## src/rtl/mac_pkg.sv

```systemverilog
// Shared types and constants for the multiply-accumulate controller.
package mac_pkg;
  typedef enum logic [1:0] {IDLE, RUN, DONE} mac_state_t;
  localparam int PROD_W = 8;
endpackage

```

## src/rtl/mult_4.sv

```systemverilog
// Combinational 4x4 unsigned multiplier; zero latency, no flow control.
module mult_4 (
  input  logic [3:0] a,
  input  logic [3:0] b,
  output logic [7:0] product
);
  assign product = {4'b0000, a} * {4'b0000, b};
endmodule

```

## src/rtl/mac_4.sv

```systemverilog
// Accumulates len products a*b into acc, pulsing done once the last product lands.
// One pair per cycle; in_ready depends on registers only and drops once len pairs are taken.
module mac_4
  import mac_pkg::*;
#(
  parameter int ACC_W = 12,
  parameter int CNT_W = 4
) (
  input  logic             clk,
  input  logic             rst_n,
  input  logic             start,
  input  logic [CNT_W-1:0] len,
  input  logic             in_valid,
  output logic             in_ready,
  input  logic [3:0]       a,
  input  logic [3:0]       b,
  output logic [ACC_W-1:0] acc,
  output logic             busy,
  output logic             done,
  output logic             ovf
);

  mac_state_t        r_state;
  logic [CNT_W-1:0]  r_rem;
  logic [PROD_W-1:0] r_p_reg;
  logic              r_p_vld;
  logic [ACC_W-1:0]  r_acc;
  logic              r_ovf;
  logic              r_busy;
  logic              r_done;

  logic [PROD_W-1:0] w_prod;
  logic              w_accept;
  logic [ACC_W:0]    w_sum;

  mult_4 u_mult (
    .a       (a),
    .b       (b),
    .product (w_prod)
  );

  assign in_ready = (r_state == RUN) && (r_rem != '0);
  assign w_accept = in_valid && in_ready;
  // Extra top bit of the sum is the carry-out feeding the sticky overflow flag.
  assign w_sum    = {1'b0, r_acc} + {{(ACC_W + 1 - PROD_W){1'b0}}, r_p_reg};

  always_ff @(posedge clk or negedge rst_n) begin
    if (!rst_n) begin
      r_state <= IDLE;
      r_rem   <= '0;
      r_p_reg <= '0;
      r_p_vld <= 1'b0;
      r_acc   <= '0;
      r_ovf   <= 1'b0;
      r_busy  <= 1'b0;
      r_done  <= 1'b0;
    end else begin
      r_p_vld <= w_accept;
      r_done  <= 1'b0;
      if (w_accept) begin
        r_p_reg <= w_prod;
        r_rem   <= r_rem - CNT_W'(1);
      end
      case (r_state)
        IDLE, DONE: begin
          r_state <= IDLE;
          r_busy  <= 1'b0;
          if (start) begin
            r_acc   <= '0;
            r_ovf   <= 1'b0;
            r_rem   <= len;
            r_p_vld <= 1'b0;
            if (len != '0) begin
              r_state <= RUN;
              r_busy  <= 1'b1;
            end else begin
              r_state <= DONE;
              r_done  <= 1'b1;
            end
          end
        end
        RUN: begin
          if (r_p_vld) begin
            r_acc <= w_sum[ACC_W-1:0];
            if (w_sum[ACC_W]) r_ovf <= 1'b1;
            // rem already zero means the product being added is the last one.
            if (r_rem == '0) begin
              r_state <= DONE;
              r_busy  <= 1'b0;
              r_done  <= 1'b1;
            end
          end
        end
        default: begin
          r_state <= IDLE;
          r_busy  <= 1'b0;
        end
      endcase
    end
  end

  assign acc  = r_acc;
  assign busy = r_busy;
  assign done = r_done;
  assign ovf  = r_ovf;

endmodule
```

## config.mk

```make
export PLATFORM = sky130hd
export DESIGN_NAME = mac_4
export DESIGN_NICKNAME = d
export VERILOG_FILES = /design/src/rtl/mac_pkg.sv /design/src/rtl/mult_4.sv /design/src/rtl/mac_4.sv
export SDC_FILE = /design/constraint.sdc
export NUM_CORES = 1
export LEC_CHECK = 0
export ABC_AREA = 1
export CORE_UTILIZATION = 40
export DETAILED_ROUTE_END_ITERATION = 16
export GPL_TIMING_DRIVEN = 0
export HOLD_SLACK_MARGIN = 0.05
export SLEW_MARGIN = 20
export SYNTH_ARGS = -nofsm -noshare
export SYNTH_HDL_FRONTEND = slang
export SYNTH_SLANG_ARGS = --single-unit
```

## constraint.sdc

```tcl
create_clock -name clk -period 1.6 [get_ports clk]
set_input_delay 0.48 -clock clk [delete_from_list [all_inputs] [get_ports clk]]
set_output_delay 0.48 -clock clk [all_outputs]
set_load 0.05 [all_outputs]
```

==> metrics.yaml <==
critical_path:
  worst_setup_path_start_kind: "input port"
  critPathCaptureType: "flip-flop"
  worstPathMaxFanout: 3
  required_ns: 1.76
  crit_type: "in2reg"
  cp_data_arrival_time_ns: 2.53
floorplan:
  die-area_mm2: 0.00580
  die_h_um: 76.1
  fp.dieW_um: 76.1
  initial_utilization_pct: 42.2
  io_pins: 32
  rows: 26
  core_mm2: 0.00520
layout:
  syn_to_final_growth_pct: 44.4
  fillers: 476
  diodes: 0
  layout-drive-gt1-share_pct: 34.2
  final_cell_count_no_fill: 424
  design_area_mm2: 0.00317
  largest_reg_flops: 12
  fin_nets: 395
yosys:
  synthCells: 296
  synth_edf_count: 0
  syn_area_mm2: 0.00220
  async_flop_share_pct: 100
  ys_seq_area_share_pct: 33.0
  yosysTopAreaCell: "dfrtp_1"
  netlist.area_leader.share_pct: 33.0
  synth_cell_types: 31
  synth.avg_cell_area_um2: 7.43
  syn_nets: 338
  synthFlopType: "dfrtp_1"
  yosysMostFrequentCell: "nand2_1"
  ys_top_cells_by_area: "dfrtp_1 33%, nand2_1 17%, ha_1 12%"
  ys_seq_elements: 29
  yosys-top-cells-count: "98 x nand2_1, 49 x inv_1, 29 x dfrtp_1"
  yosys_warnings: 0
sta:
  worst_pin_slew_ns: 0.665
  finalCriticalPeriod_ns: 2.36
  min_period_over_period_pct: 148
  whs_ns: 0.228
  slew_headroom_pct: 55.6
  rsz0062_at_grt: "true"
  finalSetupViolations: 8
  setup_slack_ns: -0.763
  fin_skew_ns: 0.00549
  fmax_mhz: 423
  drv_slew: 0
  hold_violations: 0
placement:
  post-place-cells: 397
  place_area_mm2: 0.00267
  dpl.hpwl_um: 3610
  place_ws_ns: -1.61
  place.gp.congestion: 0.757
  placement.io_buffers: 31
power:
  power_leakage_nw: 1.66
  irDropWorstVdd_uv: 771
  power_density_mw_per_mm2: 1850
clock_network:
  cts-htree-levels: 2
  path_clk_slew_ns: 0.06
  cts_inserted_buffers: 5
  cts_buffer_depth: 2
  cts-root-buf: "clkbuf_8"
  clock_latency_ns: 0.28
  tritoncts: "done"
  cts.sinks: 29
  ctsHoldBuffers: 0
grt:
  antenna_found_initial: 0
  grt_pass1_wl_um: 8710
  grt_use_met3_pct: 3.35
  grt_use_total_pct: 18.8
  grt_util_met1_pct: 23.6
  grt.busiest_layer: "met2"
  overflow: 0
  gr-usage-met2_pct: 32.8
  grt_pass1_vias: 1906
  grt_max_degree: 30
routing:
  wl_um: 5200
  routed_via_density: 4.75
  drt_drc_violations_left: 0
  vias: 2016
  dr.first_iter.drc_count: 70
  final_antenna_net_count: 0
  wl_per_cell_um: 12.3
  drt-pass1-iter-count: 4
run:
  drv_cap: 0
outcome:
  violations: "setup timing"
  outcome: "complete, but fails checks"
min_path:
  hold_path_class: "in2async"
worst paths after layout:
path                              from    endpoint  slack (ns)  cells after the start
worst max register to register  acc[0]      acc[4]           0                     10
worst max-delay path              a[2]  r_p_reg[6]       -0.76                     11
worst min-delay path             rst_n      acc[7]        0.23                      1
max in group asynchronous        rst_n      acc[2]        0.89                      1
worst min register to register     ovf         ovf        0.49                      2
min in group clk                  a[0]  r_p_reg[0]        0.46                      3
worst max-delay path, stage by stage:
cell and delay [ns]:
buf_12 0.09, nand2_8 0.04, fa_1 0.54, inv_2 0.04, fa_2 0.44, fa_2 0.42, nand2_2 0.07, nand2_2 0.05
a21oi_2 0.14, xor2_1 0.14, o21ai_1 0.08
what timing repair did:
action	in CTS	in global routing
cloned	0	1
endpoints found under the hold margin	0	0
buffers inserted	11	8
gates resized for setup	116	35
endpoints found under the setup margin	29	23
pin swaps	28	18
power breakdown:
group | internal, mW | switching (mW) | total (mW)
registers | 1.06 | 0.334 | 1.40
clock network | 0.507 | 0.286 | 0.794
logic | 1.50 | 2.18 | 3.67
total | 3.07 | 2.80 | 5.86
stage by stage:
step	power, mW	setup TNS [ns]	utilization (%)
floorplan	3.59	-3.98	-
global placement	4.37	-26.11	51.4
detailed placement	4.41	-10.91	51.3
CTS	5.42	-3.68	57.2
global route	6.34	-4.58	61.0
finish	5.86	-3.67	61.0
kinds of logic (layout without fill, tap and decap cells):
logic type,after synthesis,after routing,share of synthesized area (%)
buffers and inverters,55,113,10.2
adders and majority gates,26,26,16.5
DFF,29,29,33.0
xor gates and xnor gates,4,4,1.59
and+or+nand+nor,148,148,29.7
AOI/OAI and AO/OA,34,34,8.99
routing by layer:
metal / wire (um) / share of wire, % / vias up
met5: 0 / 0 / -
met4: 57 / 1.1 / 0
met3: 121 / 2.3 / 5
met2: 2630 / 51 / 28
met1: 2390 / 46 / 935
li1: - / - / 1048
final cells by class:
class	instances	area, um2	share of cell area (%)
buffer	3	27.5	0.867
clock buffer	7	86.3	2.72
sequential	29	737	23.2
clock inverter	1	30.0	0.946
inverter	52	200	6.31
timing repair buffer	50	488	15.4
tap	70	87.6	2.76
multi-input combinational	212	1520	47.8
layout by cell type (no fill, tap or decap), types with 9 or more instances in the layout:
cell type        instances
a21oi_1                 10
buf_4                   16
clkdlybuf4s15_2         10
dfrtp_1                 20
dfrtp_2                  9
ha_1                     9
ha_4                    11
inv_1                   43
nand2_1                 87
nand2_2                 10
nand3_1                 12
nor2_1                  15
Power figures use the tool's default switching activity.
